$ cat src/rtl/n101_jtag_pin_conditioner_if.sv
// Pad-ring and TAP-side signals of the JTAG pin conditioner.
// The slave modport is the conditioner's view; master is the pad/TAP side.
interface n101_jtag_pin_conditioner_if;
  logic io_pins_TCK_i_ival,    io_pins_TMS_i_ival,    io_pins_TDI_i_ival;
  logic io_pins_TRST_n_i_ival, io_pins_TDO_i_ival;
  logic io_pins_TCK_o_oval,    io_pins_TCK_o_oe,    io_pins_TCK_o_ie;
  logic io_pins_TCK_o_pue,     io_pins_TCK_o_ds;
  logic io_pins_TMS_o_oval,    io_pins_TMS_o_oe,    io_pins_TMS_o_ie;
  logic io_pins_TMS_o_pue,     io_pins_TMS_o_ds;
  logic io_pins_TDI_o_oval,    io_pins_TDI_o_oe,    io_pins_TDI_o_ie;
  logic io_pins_TDI_o_pue,     io_pins_TDI_o_ds;
  logic io_pins_TRST_n_o_oval, io_pins_TRST_n_o_oe, io_pins_TRST_n_o_ie;
  logic io_pins_TRST_n_o_pue,  io_pins_TRST_n_o_ds;
  logic io_pins_TDO_o_oval,    io_pins_TDO_o_oe,    io_pins_TDO_o_ie;
  logic io_pins_TDO_o_pue,     io_pins_TDO_o_ds;
  logic io_jtag_TCK, io_jtag_tck_rise, io_jtag_tck_fall;
  logic io_jtag_TMS, io_jtag_TDI, io_jtag_TRST;
  logic io_jtag_TDO, io_jtag_DRV_TDO, io_jtag_active;

  modport slave (
    input  io_pins_TCK_i_ival, io_pins_TMS_i_ival, io_pins_TDI_i_ival,
           io_pins_TRST_n_i_ival, io_pins_TDO_i_ival,
           io_jtag_TDO, io_jtag_DRV_TDO,
    output io_pins_TCK_o_oval, io_pins_TCK_o_oe, io_pins_TCK_o_ie,
           io_pins_TCK_o_pue, io_pins_TCK_o_ds,
           io_pins_TMS_o_oval, io_pins_TMS_o_oe, io_pins_TMS_o_ie,
           io_pins_TMS_o_pue, io_pins_TMS_o_ds,
           io_pins_TDI_o_oval, io_pins_TDI_o_oe, io_pins_TDI_o_ie,
           io_pins_TDI_o_pue, io_pins_TDI_o_ds,
           io_pins_TRST_n_o_oval, io_pins_TRST_n_o_oe, io_pins_TRST_n_o_ie,
           io_pins_TRST_n_o_pue, io_pins_TRST_n_o_ds,
           io_pins_TDO_o_oval, io_pins_TDO_o_oe, io_pins_TDO_o_ie,
           io_pins_TDO_o_pue, io_pins_TDO_o_ds,
           io_jtag_TCK, io_jtag_tck_rise, io_jtag_tck_fall,
           io_jtag_TMS, io_jtag_TDI, io_jtag_TRST, io_jtag_active
  );

  modport master (
    output io_pins_TCK_i_ival, io_pins_TMS_i_ival, io_pins_TDI_i_ival,
           io_pins_TRST_n_i_ival, io_pins_TDO_i_ival,
           io_jtag_TDO, io_jtag_DRV_TDO,
    input  io_pins_TCK_o_oval, io_pins_TCK_o_oe, io_pins_TCK_o_ie,
           io_pins_TCK_o_pue, io_pins_TCK_o_ds,
           io_pins_TMS_o_oval, io_pins_TMS_o_oe, io_pins_TMS_o_ie,
           io_pins_TMS_o_pue, io_pins_TMS_o_ds,
           io_pins_TDI_o_oval, io_pins_TDI_o_oe, io_pins_TDI_o_ie,
           io_pins_TDI_o_pue, io_pins_TDI_o_ds,
           io_pins_TRST_n_o_oval, io_pins_TRST_n_o_oe, io_pins_TRST_n_o_ie,
           io_pins_TRST_n_o_pue, io_pins_TRST_n_o_ds,
           io_pins_TDO_o_oval, io_pins_TDO_o_oe, io_pins_TDO_o_ie,
           io_pins_TDO_o_pue, io_pins_TDO_o_ds,
           io_jtag_TCK, io_jtag_tck_rise, io_jtag_tck_fall,
           io_jtag_TMS, io_jtag_TDI, io_jtag_TRST, io_jtag_active
  );
endinterface

$ cat src/rtl/n101_jtag_pin_conditioner.sv
// JTAG pad conditioner: synchronize, glitch-filter TCK, capture TMS/TDI, stretch TRST, retime TDO.
// Optional idle-activity tracking is enabled by defining N101_JTAG_PIN_ACTIVITY_EN.
module n101_jtag_sync #(
  parameter int SYNC_STAGES = 2,
  parameter bit RST_VAL     = 1'b0
) (
  input  logic clock,
  input  logic reset,
  input  logic i_d,
  output logic o_q
);
  logic [SYNC_STAGES-1:0] r_q;

  always_ff @(posedge clock) begin
    if (reset) r_q <= {SYNC_STAGES{RST_VAL}};
    else       r_q <= {r_q[SYNC_STAGES-2:0], i_d};
  end

  assign o_q = r_q[SYNC_STAGES-1];
endmodule

module n101_jtag_pin_conditioner #(
  parameter int SYNC_STAGES   = 2,
  parameter int FILTER_CYCLES = 2,
  parameter int TRST_STRETCH  = 4,
  parameter bit PULLUP        = 1'b1,
  parameter bit TDO_DS        = 1'b0,
  parameter int IDLE_TIMEOUT  = 1024
) (
  input  logic clock,
  input  logic reset,
  n101_jtag_pin_conditioner_if.slave bus
);
  localparam int NPIN = 4;
  localparam int CW   = (FILTER_CYCLES > 1) ? $clog2(FILTER_CYCLES) : 1;
  localparam int SW   = (TRST_STRETCH > 0) ? $clog2(TRST_STRETCH + 1) : 1;
  // Pin order {TRST_n, TDI, TMS, TCK}; reset levels are the idle/asserted-reset pad states.
  localparam logic [NPIN-1:0] SYNC_RST = 4'b0110;

  logic [NPIN-1:0] w_pad;
  logic [NPIN-1:0] w_sync;
  logic            w_s_tck, w_s_tms, w_s_tdi, w_s_trst_n;

  assign w_pad = {bus.io_pins_TRST_n_i_ival, bus.io_pins_TDI_i_ival,
                  bus.io_pins_TMS_i_ival,    bus.io_pins_TCK_i_ival};

  for (genvar g = 0; g < NPIN; g++) begin : g_sync
    n101_jtag_sync #(.SYNC_STAGES(SYNC_STAGES), .RST_VAL(SYNC_RST[g])) u_sync (
      .clock (clock),
      .reset (reset),
      .i_d   (w_pad[g]),
      .o_q   (w_sync[g])
    );
  end

  assign {w_s_trst_n, w_s_tdi, w_s_tms, w_s_tck} = w_sync;

  logic          r_filt, r_rise, r_fall, r_tms, r_tdi;
  logic [CW-1:0] r_fcnt;
  logic          w_commit, w_rise_commit, w_fall_commit;

  assign w_commit      = (w_s_tck != r_filt) && (r_fcnt == CW'(FILTER_CYCLES - 1));
  assign w_rise_commit = w_commit &&  w_s_tck;
  assign w_fall_commit = w_commit && !w_s_tck;

  always_ff @(posedge clock) begin
    if (reset) begin
      r_filt <= 1'b0;
      r_fcnt <= '0;
      r_rise <= 1'b0;
      r_fall <= 1'b0;
      r_tms  <= 1'b1;
      r_tdi  <= 1'b1;
    end else begin
      r_rise <= w_rise_commit;
      r_fall <= w_fall_commit;
      if (w_s_tck == r_filt) begin
        r_fcnt <= '0;
      end else if (w_commit) begin
        r_filt <= w_s_tck;
        r_fcnt <= '0;
      end else begin
        r_fcnt <= r_fcnt + 1'b1;
      end
      if (w_rise_commit) begin
        r_tms <= w_s_tms;
        r_tdi <= w_s_tdi;
      end
    end
  end

  logic          r_trst;
  logic [SW-1:0] r_scnt;

  always_ff @(posedge clock) begin
    if (reset) begin
      r_trst <= 1'b1;
      r_scnt <= SW'(TRST_STRETCH);
    end else if (!w_s_trst_n) begin
      r_trst <= 1'b1;
      r_scnt <= SW'(TRST_STRETCH);
    end else if (r_scnt != '0) begin
      r_trst <= 1'b1;
      r_scnt <= r_scnt - 1'b1;
    end else begin
      r_trst <= 1'b0;
    end
  end

  logic r_tdo_oval, r_tdo_oe;

  // TRST wins over a coincident fall so the pad never drives during TAP reset.
  always_ff @(posedge clock) begin
    if (reset) begin
      r_tdo_oval <= 1'b0;
      r_tdo_oe   <= 1'b0;
    end else if (r_trst) begin
      r_tdo_oe   <= 1'b0;
    end else if (w_fall_commit) begin
      r_tdo_oval <= bus.io_jtag_TDO;
      r_tdo_oe   <= bus.io_jtag_DRV_TDO;
    end
  end

`ifdef N101_JTAG_PIN_ACTIVITY_EN
  localparam int IW = (IDLE_TIMEOUT > 0) ? $clog2(IDLE_TIMEOUT + 1) : 1;
  logic [IW-1:0] r_icnt;
  logic          r_active;

  always_ff @(posedge clock) begin
    if (reset || r_trst) begin
      r_icnt   <= '0;
      r_active <= 1'b0;
    end else if (r_rise) begin
      r_icnt   <= IW'(IDLE_TIMEOUT);
      r_active <= 1'b1;
    end else if (r_active) begin
      r_icnt <= r_icnt - 1'b1;
      if (r_icnt <= IW'(1)) r_active <= 1'b0;
    end
  end

  assign bus.io_jtag_active = r_active;
  logic w_unused;
  assign w_unused = bus.io_pins_TDO_i_ival;
`else
  localparam int UNUSED_IDLE = IDLE_TIMEOUT;
  logic w_unused;
  assign w_unused = bus.io_pins_TDO_i_ival ^ (UNUSED_IDLE == 0);
  assign bus.io_jtag_active = 1'b0;
`endif

  assign bus.io_jtag_TCK      = r_filt;
  assign bus.io_jtag_tck_rise = r_rise;
  assign bus.io_jtag_tck_fall = r_fall;
  assign bus.io_jtag_TMS      = r_tms;
  assign bus.io_jtag_TDI      = r_tdi;
  assign bus.io_jtag_TRST     = r_trst;

  assign bus.io_pins_TCK_o_oval    = 1'b0;
  assign bus.io_pins_TCK_o_oe      = 1'b0;
  assign bus.io_pins_TCK_o_ie      = 1'b1;
  assign bus.io_pins_TCK_o_pue     = PULLUP;
  assign bus.io_pins_TCK_o_ds      = 1'b0;
  assign bus.io_pins_TMS_o_oval    = 1'b0;
  assign bus.io_pins_TMS_o_oe      = 1'b0;
  assign bus.io_pins_TMS_o_ie      = 1'b1;
  assign bus.io_pins_TMS_o_pue     = PULLUP;
  assign bus.io_pins_TMS_o_ds      = 1'b0;
  assign bus.io_pins_TDI_o_oval    = 1'b0;
  assign bus.io_pins_TDI_o_oe      = 1'b0;
  assign bus.io_pins_TDI_o_ie      = 1'b1;
  assign bus.io_pins_TDI_o_pue     = PULLUP;
  assign bus.io_pins_TDI_o_ds      = 1'b0;
  assign bus.io_pins_TRST_n_o_oval = 1'b0;
  assign bus.io_pins_TRST_n_o_oe   = 1'b0;
  assign bus.io_pins_TRST_n_o_ie   = 1'b1;
  assign bus.io_pins_TRST_n_o_pue  = PULLUP;
  assign bus.io_pins_TRST_n_o_ds   = 1'b0;
  assign bus.io_pins_TDO_o_oval    = r_tdo_oval;
  assign bus.io_pins_TDO_o_oe      = r_tdo_oe;
  assign bus.io_pins_TDO_o_ie      = 1'b0;
  assign bus.io_pins_TDO_o_pue     = 1'b0;
  assign bus.io_pins_TDO_o_ds      = TDO_DS;
endmodule

$ cat src/flat_wrapper.sv
// flat-port wrapper written by rule: the top's interface ports become plain ports
module n101_jtag_pin_conditioner_flat 
#(
  parameter int SYNC_STAGES   = 2,
  parameter int FILTER_CYCLES = 2,
  parameter int TRST_STRETCH  = 4,
  parameter bit PULLUP        = 1'b1,
  parameter bit TDO_DS        = 1'b0,
  parameter int IDLE_TIMEOUT  = 1024
)
  (clock, reset, bus_io_pins_TCK_i_ival, bus_io_pins_TMS_i_ival, bus_io_pins_TDI_i_ival, bus_io_pins_TRST_n_i_ival, bus_io_pins_TDO_i_ival, bus_io_jtag_TDO, bus_io_jtag_DRV_TDO, bus_io_pins_TCK_o_oval, bus_io_pins_TCK_o_oe, bus_io_pins_TCK_o_ie, bus_io_pins_TCK_o_pue, bus_io_pins_TCK_o_ds, bus_io_pins_TMS_o_oval, bus_io_pins_TMS_o_oe, bus_io_pins_TMS_o_ie, bus_io_pins_TMS_o_pue, bus_io_pins_TMS_o_ds, bus_io_pins_TDI_o_oval, bus_io_pins_TDI_o_oe, bus_io_pins_TDI_o_ie, bus_io_pins_TDI_o_pue, bus_io_pins_TDI_o_ds, bus_io_pins_TRST_n_o_oval, bus_io_pins_TRST_n_o_oe, bus_io_pins_TRST_n_o_ie, bus_io_pins_TRST_n_o_pue, bus_io_pins_TRST_n_o_ds, bus_io_pins_TDO_o_oval, bus_io_pins_TDO_o_oe, bus_io_pins_TDO_o_ie, bus_io_pins_TDO_o_pue, bus_io_pins_TDO_o_ds, bus_io_jtag_TCK, bus_io_jtag_tck_rise, bus_io_jtag_tck_fall, bus_io_jtag_TMS, bus_io_jtag_TDI, bus_io_jtag_TRST, bus_io_jtag_active);
  n101_jtag_pin_conditioner_if bus_i ();
  input  logic clock;
  input  logic reset;
  input wire logic [$bits(bus_i.io_pins_TCK_i_ival)-1:0] bus_io_pins_TCK_i_ival;
  input wire logic [$bits(bus_i.io_pins_TMS_i_ival)-1:0] bus_io_pins_TMS_i_ival;
  input wire logic [$bits(bus_i.io_pins_TDI_i_ival)-1:0] bus_io_pins_TDI_i_ival;
  input wire logic [$bits(bus_i.io_pins_TRST_n_i_ival)-1:0] bus_io_pins_TRST_n_i_ival;
  input wire logic [$bits(bus_i.io_pins_TDO_i_ival)-1:0] bus_io_pins_TDO_i_ival;
  input wire logic [$bits(bus_i.io_jtag_TDO)-1:0] bus_io_jtag_TDO;
  input wire logic [$bits(bus_i.io_jtag_DRV_TDO)-1:0] bus_io_jtag_DRV_TDO;
  output wire logic [$bits(bus_i.io_pins_TCK_o_oval)-1:0] bus_io_pins_TCK_o_oval;
  output wire logic [$bits(bus_i.io_pins_TCK_o_oe)-1:0] bus_io_pins_TCK_o_oe;
  output wire logic [$bits(bus_i.io_pins_TCK_o_ie)-1:0] bus_io_pins_TCK_o_ie;
  output wire logic [$bits(bus_i.io_pins_TCK_o_pue)-1:0] bus_io_pins_TCK_o_pue;
  output wire logic [$bits(bus_i.io_pins_TCK_o_ds)-1:0] bus_io_pins_TCK_o_ds;
  output wire logic [$bits(bus_i.io_pins_TMS_o_oval)-1:0] bus_io_pins_TMS_o_oval;
  output wire logic [$bits(bus_i.io_pins_TMS_o_oe)-1:0] bus_io_pins_TMS_o_oe;
  output wire logic [$bits(bus_i.io_pins_TMS_o_ie)-1:0] bus_io_pins_TMS_o_ie;
  output wire logic [$bits(bus_i.io_pins_TMS_o_pue)-1:0] bus_io_pins_TMS_o_pue;
  output wire logic [$bits(bus_i.io_pins_TMS_o_ds)-1:0] bus_io_pins_TMS_o_ds;
  output wire logic [$bits(bus_i.io_pins_TDI_o_oval)-1:0] bus_io_pins_TDI_o_oval;
  output wire logic [$bits(bus_i.io_pins_TDI_o_oe)-1:0] bus_io_pins_TDI_o_oe;
  output wire logic [$bits(bus_i.io_pins_TDI_o_ie)-1:0] bus_io_pins_TDI_o_ie;
  output wire logic [$bits(bus_i.io_pins_TDI_o_pue)-1:0] bus_io_pins_TDI_o_pue;
  output wire logic [$bits(bus_i.io_pins_TDI_o_ds)-1:0] bus_io_pins_TDI_o_ds;
  output wire logic [$bits(bus_i.io_pins_TRST_n_o_oval)-1:0] bus_io_pins_TRST_n_o_oval;
  output wire logic [$bits(bus_i.io_pins_TRST_n_o_oe)-1:0] bus_io_pins_TRST_n_o_oe;
  output wire logic [$bits(bus_i.io_pins_TRST_n_o_ie)-1:0] bus_io_pins_TRST_n_o_ie;
  output wire logic [$bits(bus_i.io_pins_TRST_n_o_pue)-1:0] bus_io_pins_TRST_n_o_pue;
  output wire logic [$bits(bus_i.io_pins_TRST_n_o_ds)-1:0] bus_io_pins_TRST_n_o_ds;
  output wire logic [$bits(bus_i.io_pins_TDO_o_oval)-1:0] bus_io_pins_TDO_o_oval;
  output wire logic [$bits(bus_i.io_pins_TDO_o_oe)-1:0] bus_io_pins_TDO_o_oe;
  output wire logic [$bits(bus_i.io_pins_TDO_o_ie)-1:0] bus_io_pins_TDO_o_ie;
  output wire logic [$bits(bus_i.io_pins_TDO_o_pue)-1:0] bus_io_pins_TDO_o_pue;
  output wire logic [$bits(bus_i.io_pins_TDO_o_ds)-1:0] bus_io_pins_TDO_o_ds;
  output wire logic [$bits(bus_i.io_jtag_TCK)-1:0] bus_io_jtag_TCK;
  output wire logic [$bits(bus_i.io_jtag_tck_rise)-1:0] bus_io_jtag_tck_rise;
  output wire logic [$bits(bus_i.io_jtag_tck_fall)-1:0] bus_io_jtag_tck_fall;
  output wire logic [$bits(bus_i.io_jtag_TMS)-1:0] bus_io_jtag_TMS;
  output wire logic [$bits(bus_i.io_jtag_TDI)-1:0] bus_io_jtag_TDI;
  output wire logic [$bits(bus_i.io_jtag_TRST)-1:0] bus_io_jtag_TRST;
  output wire logic [$bits(bus_i.io_jtag_active)-1:0] bus_io_jtag_active;
  assign bus_i.io_pins_TCK_i_ival = bus_io_pins_TCK_i_ival;
  assign bus_i.io_pins_TMS_i_ival = bus_io_pins_TMS_i_ival;
  assign bus_i.io_pins_TDI_i_ival = bus_io_pins_TDI_i_ival;
  assign bus_i.io_pins_TRST_n_i_ival = bus_io_pins_TRST_n_i_ival;
  assign bus_i.io_pins_TDO_i_ival = bus_io_pins_TDO_i_ival;
  assign bus_i.io_jtag_TDO = bus_io_jtag_TDO;
  assign bus_i.io_jtag_DRV_TDO = bus_io_jtag_DRV_TDO;
  assign bus_io_pins_TCK_o_oval = bus_i.io_pins_TCK_o_oval;
  assign bus_io_pins_TCK_o_oe = bus_i.io_pins_TCK_o_oe;
  assign bus_io_pins_TCK_o_ie = bus_i.io_pins_TCK_o_ie;
  assign bus_io_pins_TCK_o_pue = bus_i.io_pins_TCK_o_pue;
  assign bus_io_pins_TCK_o_ds = bus_i.io_pins_TCK_o_ds;
  assign bus_io_pins_TMS_o_oval = bus_i.io_pins_TMS_o_oval;
  assign bus_io_pins_TMS_o_oe = bus_i.io_pins_TMS_o_oe;
  assign bus_io_pins_TMS_o_ie = bus_i.io_pins_TMS_o_ie;
  assign bus_io_pins_TMS_o_pue = bus_i.io_pins_TMS_o_pue;
  assign bus_io_pins_TMS_o_ds = bus_i.io_pins_TMS_o_ds;
  assign bus_io_pins_TDI_o_oval = bus_i.io_pins_TDI_o_oval;
  assign bus_io_pins_TDI_o_oe = bus_i.io_pins_TDI_o_oe;
  assign bus_io_pins_TDI_o_ie = bus_i.io_pins_TDI_o_ie;
  assign bus_io_pins_TDI_o_pue = bus_i.io_pins_TDI_o_pue;
  assign bus_io_pins_TDI_o_ds = bus_i.io_pins_TDI_o_ds;
  assign bus_io_pins_TRST_n_o_oval = bus_i.io_pins_TRST_n_o_oval;
  assign bus_io_pins_TRST_n_o_oe = bus_i.io_pins_TRST_n_o_oe;
  assign bus_io_pins_TRST_n_o_ie = bus_i.io_pins_TRST_n_o_ie;
  assign bus_io_pins_TRST_n_o_pue = bus_i.io_pins_TRST_n_o_pue;
  assign bus_io_pins_TRST_n_o_ds = bus_i.io_pins_TRST_n_o_ds;
  assign bus_io_pins_TDO_o_oval = bus_i.io_pins_TDO_o_oval;
  assign bus_io_pins_TDO_o_oe = bus_i.io_pins_TDO_o_oe;
  assign bus_io_pins_TDO_o_ie = bus_i.io_pins_TDO_o_ie;
  assign bus_io_pins_TDO_o_pue = bus_i.io_pins_TDO_o_pue;
  assign bus_io_pins_TDO_o_ds = bus_i.io_pins_TDO_o_ds;
  assign bus_io_jtag_TCK = bus_i.io_jtag_TCK;
  assign bus_io_jtag_tck_rise = bus_i.io_jtag_tck_rise;
  assign bus_io_jtag_tck_fall = bus_i.io_jtag_tck_fall;
  assign bus_io_jtag_TMS = bus_i.io_jtag_TMS;
  assign bus_io_jtag_TDI = bus_i.io_jtag_TDI;
  assign bus_io_jtag_TRST = bus_i.io_jtag_TRST;
  assign bus_io_jtag_active = bus_i.io_jtag_active;
  n101_jtag_pin_conditioner #(.SYNC_STAGES(SYNC_STAGES), .FILTER_CYCLES(FILTER_CYCLES), .TRST_STRETCH(TRST_STRETCH), .PULLUP(PULLUP), .TDO_DS(TDO_DS), .IDLE_TIMEOUT(IDLE_TIMEOUT)) u_core (.clock(clock), .reset(reset), .bus(bus_i));
endmodule
$ cat config.mk
export PLATFORM = sky130hd
export DESIGN_NAME = n101_jtag_pin_conditioner_flat
export DESIGN_NICKNAME = d
export VERILOG_FILES = /design/src/rtl/n101_jtag_pin_conditioner_if.sv /design/src/rtl/n101_jtag_pin_conditioner.sv /design/src/flat_wrapper.sv
export SDC_FILE = /design/constraint.sdc
export NUM_CORES = 1
export LEC_CHECK = 0
export ABC_AREA = 1
export BUFFER_PORTS_ARGS = -buffer_cell sky130_fd_sc_hd__buf_2
export CORE_MARGIN = 2
export CORE_UTILIZATION = 30
export DETAILED_ROUTE_END_ITERATION = 12
export HOLD_SLACK_MARGIN = 0.12
export PLACE_DENSITY = 0.62
export SETUP_SLACK_MARGIN = 0.1
export SLEW_MARGIN = 20
export SYNTH_ARGS = -nofsm -noshare
export SYNTH_HDL_FRONTEND = slang
export SYNTH_HIERARCHICAL = 1
export SYNTH_SLANG_ARGS = --single-unit
export TNS_END_PERCENT = 5
$ cat constraint.sdc
create_clock -name clock -period 1.75 [get_ports clock]
set_clock_uncertainty 0.05 [all_clocks]
set_input_delay 0 -clock clock [delete_from_list [all_inputs] [get_ports clock]]
set_output_delay 0 -clock clock [all_outputs]
set_load 0.05 [all_outputs]
==> results of run 1 <==
==> metrics by stage <==
step	cells	util (%)	power [mW]	hold slack, ns	area [um^2]
after floorplan	134	-	0.672	0.0212	965
after global placement	156	32.3	0.646	0.119	898
after detailed placement	156	32.3	0.650	0.130	898
after CTS	171	37.6	0.924	0.364	1040
after global routing	171	37.6	0.969	0.388	1040
final	171	37.6	0.919	0.373	1040
==> power by group through the flow <==
stage	clock network [mW]	registers, mW	logic [mW]
after floorplan	0	0.494	0.178
after global placement	0	0.487	0.159
after detailed placement	0	0.488	0.162
after CTS	0.267	0.477	0.180
after global routing	0.295	0.480	0.194
final	0.260	0.477	0.182
==> how the worst max path moves through the flow <==
| stage | from | endpoint | slack, ns | cells past startpoint |
|---|---|---|---|---|
| 6_report | reset | u_core/g_sync[1].u_sync/r_q[0] | 0.48 | 5 |
| 5_1_grt | reset | u_core/g_sync[1].u_sync/r_q[0] | 0.43 | 5 |
| 4_1_cts | reset | u_core/g_sync[2].u_sync/r_q[0] | 0.49 | 5 |
| 3_5_place_dp | u_core/r_scnt[0] | u_core/r_scnt[2] | 0.72 | 5 |
| 3_3_place_gp | u_core/r_scnt[0] | u_core/r_scnt[1] | 0.77 | 5 |
| 2_1_floorplan | u_core/bus.io_jtag_TCK | u_core/bus.io_pins_TDO_o_oval | 0.51 | 5 |
==> worst reg2reg max path, delay by kind of cell, from the launching register on <==
family / cells / cell delay (ns)
compound gates: 1 / 0.16
fa+ha+maj: 1 / 0.19
buf+inv: 2 / 0.13
flops: 1 / 0.36
simple gates: 1 / 0.11
==> cell usage in the layout, fill, tap and decap left out <==
cell,n
nand4_1,1
xnor2_1,1
clkbuf_8,1
buf_2,15
a21oi_1,3
a211oi_1,1
dfxtp_1,20
nand3_2,1
dlygate4sd3_1,11
ha_1,2
nor2_1,14
inv_1,21
nand2_1,16
clkbuf_4,3
nor3_1,1
conb_1,24
o21ai_0,2
nand3_1,3
==> cells in the mapped netlist <==
library cell | number | share of area, %
nor2_1 | 14 | 6.0
nand3_2 | 1 | 1.1
conb_1 | 2 | 0.85
ha_1 | 2 | 2.8
nand2_1 | 16 | 6.8
dfxtp_1 | 20 | 45
buf_4 | 24 | 20
inv_1 | 21 | 8.9
a21oi_1 | 3 | 1.7
nor3_1 | 1 | 0.57
xnor2_1 | 1 | 0.99
o21ai_0 | 2 | 1.1
nand3_1 | 3 | 1.7
a211oi_1 | 1 | 0.85
nand4_1 | 1 | 0.71
==> final cells by class <==
| type | count | area share (%) |
|---|---|---|
| well taps | 31 | 3.71 |
| flip-flops and latches | 20 | 38.3 |
| multi-input cells | 69 | 29.2 |
| clock buffers | 4 | 3.47 |
| inverters | 21 | 7.54 |
| repair buffers | 26 | 17.7 |
==> routing by layer <==
metal	wire, um	up-vias
met1	526	293
met5	0	-
met3	70	0
li1	-	336
met2	730	24
met4	0	0
==> cell families (layout without fill, tap and decap cells) <==
group,count (synthesis),after routing,synth area share (%)
AOI/OAI and AO/OA,6,6,3.69
xor gates and xnor gates,1,1,0.993
adders and majority gates,2,2,2.84
buffers and inverters,45,51,29.4
DFF,20,20,45.4
other,2,24,0.851
and+or+nand+nor,36,36,16.9
==> repair_timing <==
action,4_1_cts,5_1_grt
hold buffers,11,0
endpoints found under the setup margin,0,0
endpoints found under the hold margin,18,0
setup buffers,0,0
==> metrics, run 1 <==
outcome finished clean; fill count 291; largest net degree at the start of global routing 13; fmax approximately 0.79 GHz; htree depth 1; crit path max fanout 12; critical path type in2reg; switching power total 0.289 mW; critical path buffer and inverter count 4; # resized after CTS 0; ANT cells 0; area of the multi-input gates 305 um^2; Seq/Total Area, Yosys 45.4%; TNS Setup 0 ns; layout cell share with drive strength beyond 1 between 10% and 20%; later-pin clock latency in the skew report 0.29 ns; Final ANT Viol Nets 0; vias in the first global route 609; overflow left after global routing 0; busiest layer in global routing met2; Area Growth Syn to Fin 18.4%; worst hold path cell count 2; Iter 0 DRT Violations 9; worst reg2reg path startpoint u_core/r_scnt[0]; Clk pwr share 28.3%; Syn Std Cell Area 882 um^2; worst hold path class reg2reg; Max stage delay cell, worst path dlygate4sd3_1; Initial Utilization 31.7%; Placer Congestion between 0.7 and 0.8; wire per inst a little under 8 um; first-pass GRT wire length 2190 um; Reg area 400 um^2; setup violators final 0; max reg flops 8; Core Rows 19; CP max stage delay 0.55 ns; Pwr per Cell Area 879 nW/um^2; Yosys cell types 15; Combinational Power Share 19.8%; # IOs 41; worst hold endpoint u_core/g_sync[0].u_sync/r_q[1]; post-route setup slack 0.484 ns; maxcap violations 0; crit path capture type register; Int Pwr 0.630 mW; vias per cell 3.82; gr usage total under 10%; Final nets 152; Setup crit start kind input port; number of synthesized register bits 20; Std-Cell Core Area 2780 um^2; Worst EP required about 1.9 ns; Inserted Clock Buffers 3; Tcrit/Tclk final between 70% and 80%; Sw Share 31.4%; Setup Slack @ Placement 0.723 ns; delay-heaviest family, CP buffers and inverters; Root Driver clkbuf_4; DRC 0; peak supply drop 0.497 mV; met1 Usage GRT 7.96%; Num Clock Sinks 20; die height between 50 and 60 um; yosys warns 6; CP cell instances dlygate4sd3_1, buf_2, inv_1, nand2_1, dlygate4sd3_1; worst reg2reg setup slack approximately 0.7 ns; CTS tree built; RSZ-0062 raised after global routing no; Flop pwr share 52.0%; M3 GR Usage 2.01%; clock slew at reported path FFs 0.11 ns; RR Endpoint u_core/r_scnt[2]; Avg Cell Area, Syn 7.88 um^2; GR met2 Demand/Resource 16.9%; Initial DRT Pass Iterations 4; minimum clock period approximately 1.3 ns; clock tree buffer depth 2; via count 653; die area 3390 um^2; Top Registers u_core/g_sync.u_sync/r_q x8, u_core/r_scnt x3; Syn Inst Count 112; HPWL Detailed 978 um; Slew Viols, Final 0; Critical Path AT between 1 and 1.5 ns; initial antenna violation count 0; Hold Startpoint u_core/g_sync[0].u_sync/r_q[0]; Most flops, register u_core/g_sync.u_sync/r_q; Worst R2R Path Depth 5; most used cell, CP dlygate4sd3_1; Leak 0.562 nW; IO Port Bufs 15; Fin. Hold Viols 0; DRT Wirelength 1330 um; die span in x just under 60 um
No activity file was read; power rests on OpenSTA's default activity.
==> run 2: changes to the inputs <==
--- a/config.mk
+++ b/config.mk
@@ -5,13 +5,13 @@
 export SDC_FILE = /design/constraint.sdc
 export NUM_CORES = 1
 export LEC_CHECK = 0
-export ABC_AREA = 1
+export ABC_AREA = 0
 export BUFFER_PORTS_ARGS = -buffer_cell sky130_fd_sc_hd__buf_2
 export CORE_MARGIN = 2
 export CORE_UTILIZATION = 30
 export DETAILED_ROUTE_END_ITERATION = 12
 export HOLD_SLACK_MARGIN = 0.12
-export PLACE_DENSITY = 0.62
+export PLACE_DENSITY = 0.64
 export SETUP_SLACK_MARGIN = 0.1
 export SLEW_MARGIN = 20
 export SYNTH_ARGS = -nofsm -noshare
==> constraint.sdc (replaced) <==
create_clock -name clock -period 1.1 [get_ports clock]
set_clock_uncertainty 0.05 [all_clocks]
set_input_delay 0 -clock clock [delete_from_list [all_inputs] [get_ports clock]]
set_output_delay 0 -clock clock [all_outputs]
set_load 0.05 [all_outputs]
==> run 2 against run 1 <==
  * Utilization is 0.84 points higher
  * Clock-buffer cell count stayed put
  * Sequential share of layout area is 0.77 points higher
  * Die area is 2.6% lower
  * Critical path type is now reg2reg
  * Critical endpoint is now u_core/bus.io_pins_TDO_o_oval
  * Largest cell class unchanged
  * Highest routed layer unchanged
==> metrics, run 2 <==
vias per cell 3.86 (+1.1%); Final nets 126 (-17%); worst reg2reg path startpoint u_core/g_sync[0].u_sync/r_q[1]; wire per inst 8.50 um (+9.5%); CP cell instances nand3b_4, or3b_1, a21oi_1; worst reg2reg setup slack 0.05 ns (-0.64 ns); Most flops, register u_core/g_sync.u_sync/r_q; yosys warns 6 (unchanged); via count 560 (-14%); gr usage total 8.24% (-0.24 points); crit path to u_core/bus.io_pins_TDO_o_oval; Max stage delay cell, worst path or3b_1; dominant synthesized flop cell dfxtp_1; Area after DPL 896 um^2 (-0.28%); Iter 0 DRT Violations 3 (-6); Initial Utilization 31.4% (-0.36 points); later-pin clock latency in the skew report 0.29 ns (about the same); Worst EP required 1.29 ns (-0.60 ns); clock tree buffer depth 2 (unchanged); outcome finished clean; CP max stage delay 0.35 ns (-0.20 ns); die area 3300 um^2 (-2.6%); Hold WS 0.368 ns (-0.00553 ns); Reg area 410 um^2 (+2.5%); Root Driver clkbuf_4; Std-Cell Core Area 2730 um^2 (-1.7%); vias in the first global route 520 (-15%); FFs w/ async S/R, synth 0% (unchanged); fill count 262 (-10%); Hold Startpoint u_core/g_sync[2].u_sync/r_q[0]; IO Port Bufs 15 (unchanged); overflow left after global routing 0 (unchanged); Top Registers u_core/g_sync.u_sync/r_q x8, u_core/r_scnt x3; Yosys top cell area share 46.7% (+1.3 points); max reg flops 8 (unchanged); Final ANT Viol Nets 0 (unchanged); crit path capture type register; RR Endpoint u_core/bus.io_pins_TDO_o_oval; Leak 0.509 nW (-9.5%); HPWL Detailed 871 um (-11%); Post-CTS Setup Repair Bufs 0 (unchanged); commonest cells after routing, fill and taps aside 24 x conb_1, 16 x dfxtp_1, 12 x buf_2; die height 57.5 um (-1.3%); Area Growth Syn to Fin 22.5%; Critical Path AT 1.24 ns (-0.16 ns); setup violators final 0 (unchanged); Syn Inst Count 88 (-21%); worst hold path class reg2reg; Placer Congestion 0.614 (-17%); Pwr per Cell Area 1360 nW/um^2 (+55%); peak supply drop 0.888 mV (+79%); Seq/Total Area, Yosys 46.7% (+1.3 points); first-pass GRT wire length 2140 um (-2.5%); Setup crit start kind register; fmax 0.948 GHz; Inserted Clock Buffers 3 (unchanged); # IOs 41 (unchanged); ANT cells 0 (unchanged); CP startpoint u_core/g_sync[0].u_sync/r_q[1]; delay-heaviest family, CP simple AND/OR/NAND/NOR gates; Tcrit/Tclk final 95.9%; Worst R2R Path Depth 3 (-2); Avg Cell Area, Syn 9.74 um^2 (+24%); number of placed cells counting well taps 134 (-14%); Core Rows 19 (unchanged); number of synthesized register bits 20 (unchanged); RSZ-0062 raised after global routing yes; Yosys cell types 21 (+6); initial antenna violation count 0 (unchanged); commonest non-fill, non-tap cell in the layout conb_1; htree depth 1 (unchanged); Post-synth EDFFs 0 (unchanged); CTS tree built; Slew Viols, Final 0 (unchanged); cell area after layout 1050 um^2 (+0.48%); DRC 0 (unchanged); top cells by area, synth dfxtp_1 47%, buf_4 21%, nor2_1 3.1%, ha_1 2.9%, nor2b_1 2.9%; most instantiated cells after synthesis 24 x buf_4, 20 x dfxtp_1, 7 x nor2_1; die span in x 57.5 um (-1.3%); critical path buffer and inverter count 0 (-4); area leader, netlist dfxtp_1; largest net degree at the start of global routing 19 (+6); Syn Std Cell Area 857 um^2 (-2.8%); minimum clock period 1.05 ns; worst hold path cell count 1 (-1); critical path type reg2reg; clock slew at reported path FFs 0.11 ns (about the same); area of the multi-input gates 378 um^2 (+24%); crit path max fanout 2 (-10); maxcap violations 0 (unchanged); Fin. Hold Viols 0 (unchanged); most frequent cell after synthesis buf_4; Initial DRT Pass Iterations 2 (-2); layout cell share with drive strength beyond 1 30.7% (+16 points); Num Clock Sinks 20 (unchanged); Crit path depth 3 (-2); DRT Wirelength 1230 um (-7.2%); Non-Filler Instances 145 (-15%)
==> run 2: changes by cell type in the layout (fill, tap and decap cells not counted), moves of 3 or more <==
cell | previous run | this run
dlygate4sd3_1 | 11 | 7
inv_1 | 21 | 1
buf_2 | 15 | 12
clkbuf_4 | 3 | 6
nand3_1 | 3 | 0
nor2_1 | 14 | 7
buf_4 | 0 | 3
dfxtp_1 | 20 | 16
or2_1 | 0 | 4
nor3_1 | 1 | 4
nor2b_1 | 0 | 4
nand2_1 | 16 | 0
==> run 2: layout make-up <==
type / instances / area share, %
timing repair buffer: 25 / 16.7
inverter: 3 / 1.07
multi-input combinational: 62 / 36.0
sequential: 20 / 39.1
tap: 31 / 3.69
clock buffer: 4 / 3.46
==> run 2: power by group <==
group / switching (mW) / internal (mW) / total (mW)
sequential: 0.00818 / 0.739 / 0.747
clock: 0.216 / 0.202 / 0.417
combinational: 0.212 / 0.0505 / 0.263
==> run 2: per-stage QoR <==
step | power (mW) | worst slack (ns) | setup TNS, ns | utilization [%]
global route | 1.51 | -0.00811 | -0.00811 | 38.4
detailed placement | 0.998 | -0.0717 | -0.135 | 32.8
global placement | 0.994 | 0.00736 | 0 | 32.8
CTS | 1.44 | 0.0369 | 0 | 37.6
floorplan | 1.04 | -0.0204 | -0.0204 | -
finish | 1.43 | 0.0456 | 0 | 38.4
==> run 2: worst min path at each step <==
stage                                          end  slack (ns)
floorplan           u_core/g_sync[0].u_sync/r_q[0]        0.02
global placement    u_core/g_sync[2].u_sync/r_q[0]        0.13
detailed placement  u_core/g_sync[2].u_sync/r_q[0]        0.14
CTS                 u_core/g_sync[2].u_sync/r_q[0]        0.35
global route        u_core/g_sync[1].u_sync/r_q[0]        0.35
finish              u_core/g_sync[2].u_sync/r_q[1]        0.37
==> run 2: worst reg2reg max path, cell delays in order, from the launching register on <==
cell	delay, ns
dfxtp_1	0.33
nand3b_4	0.15
or3b_1	0.35
a21oi_1	0.12
==> run 2: kinds of logic (layout without fill, tap and decap cells) <==
logic type	after synthesis	in the layout	synth area share [%]
AO/OA/AOI/OAI	7	7	4.67
other	2	24	0.876
AND/OR/NAND/NOR	25	25	17.7
flip-flops	20	20	46.7
buffers and inverters	28	32	22.8
multiplexers	2	2	2.34
adder cells (fa/ha/maj)	2	2	2.92
XOR/XNOR	2	2	2.04
==> run 2: metal layers <==
metal	vias to the layer above	GRT usage [%]	part of all wire, %
li1	284	-	-
met1	247	8.68	42
met2	29	14.9	50
met3	0	2.27	8.1
met4	0	3.99	0
met5	-	0	0
==> run 2: what timing repair did <==
action / 4_1_cts / 5_1_grt
gates resized for setup: 8 / 8
gates cloned: 0 / 0
setup endpoints to repair: 9 / 13
pin swaps: 2 / 5
hold buffers: 7 / 0
hold endpoints to repair: 18 / 0
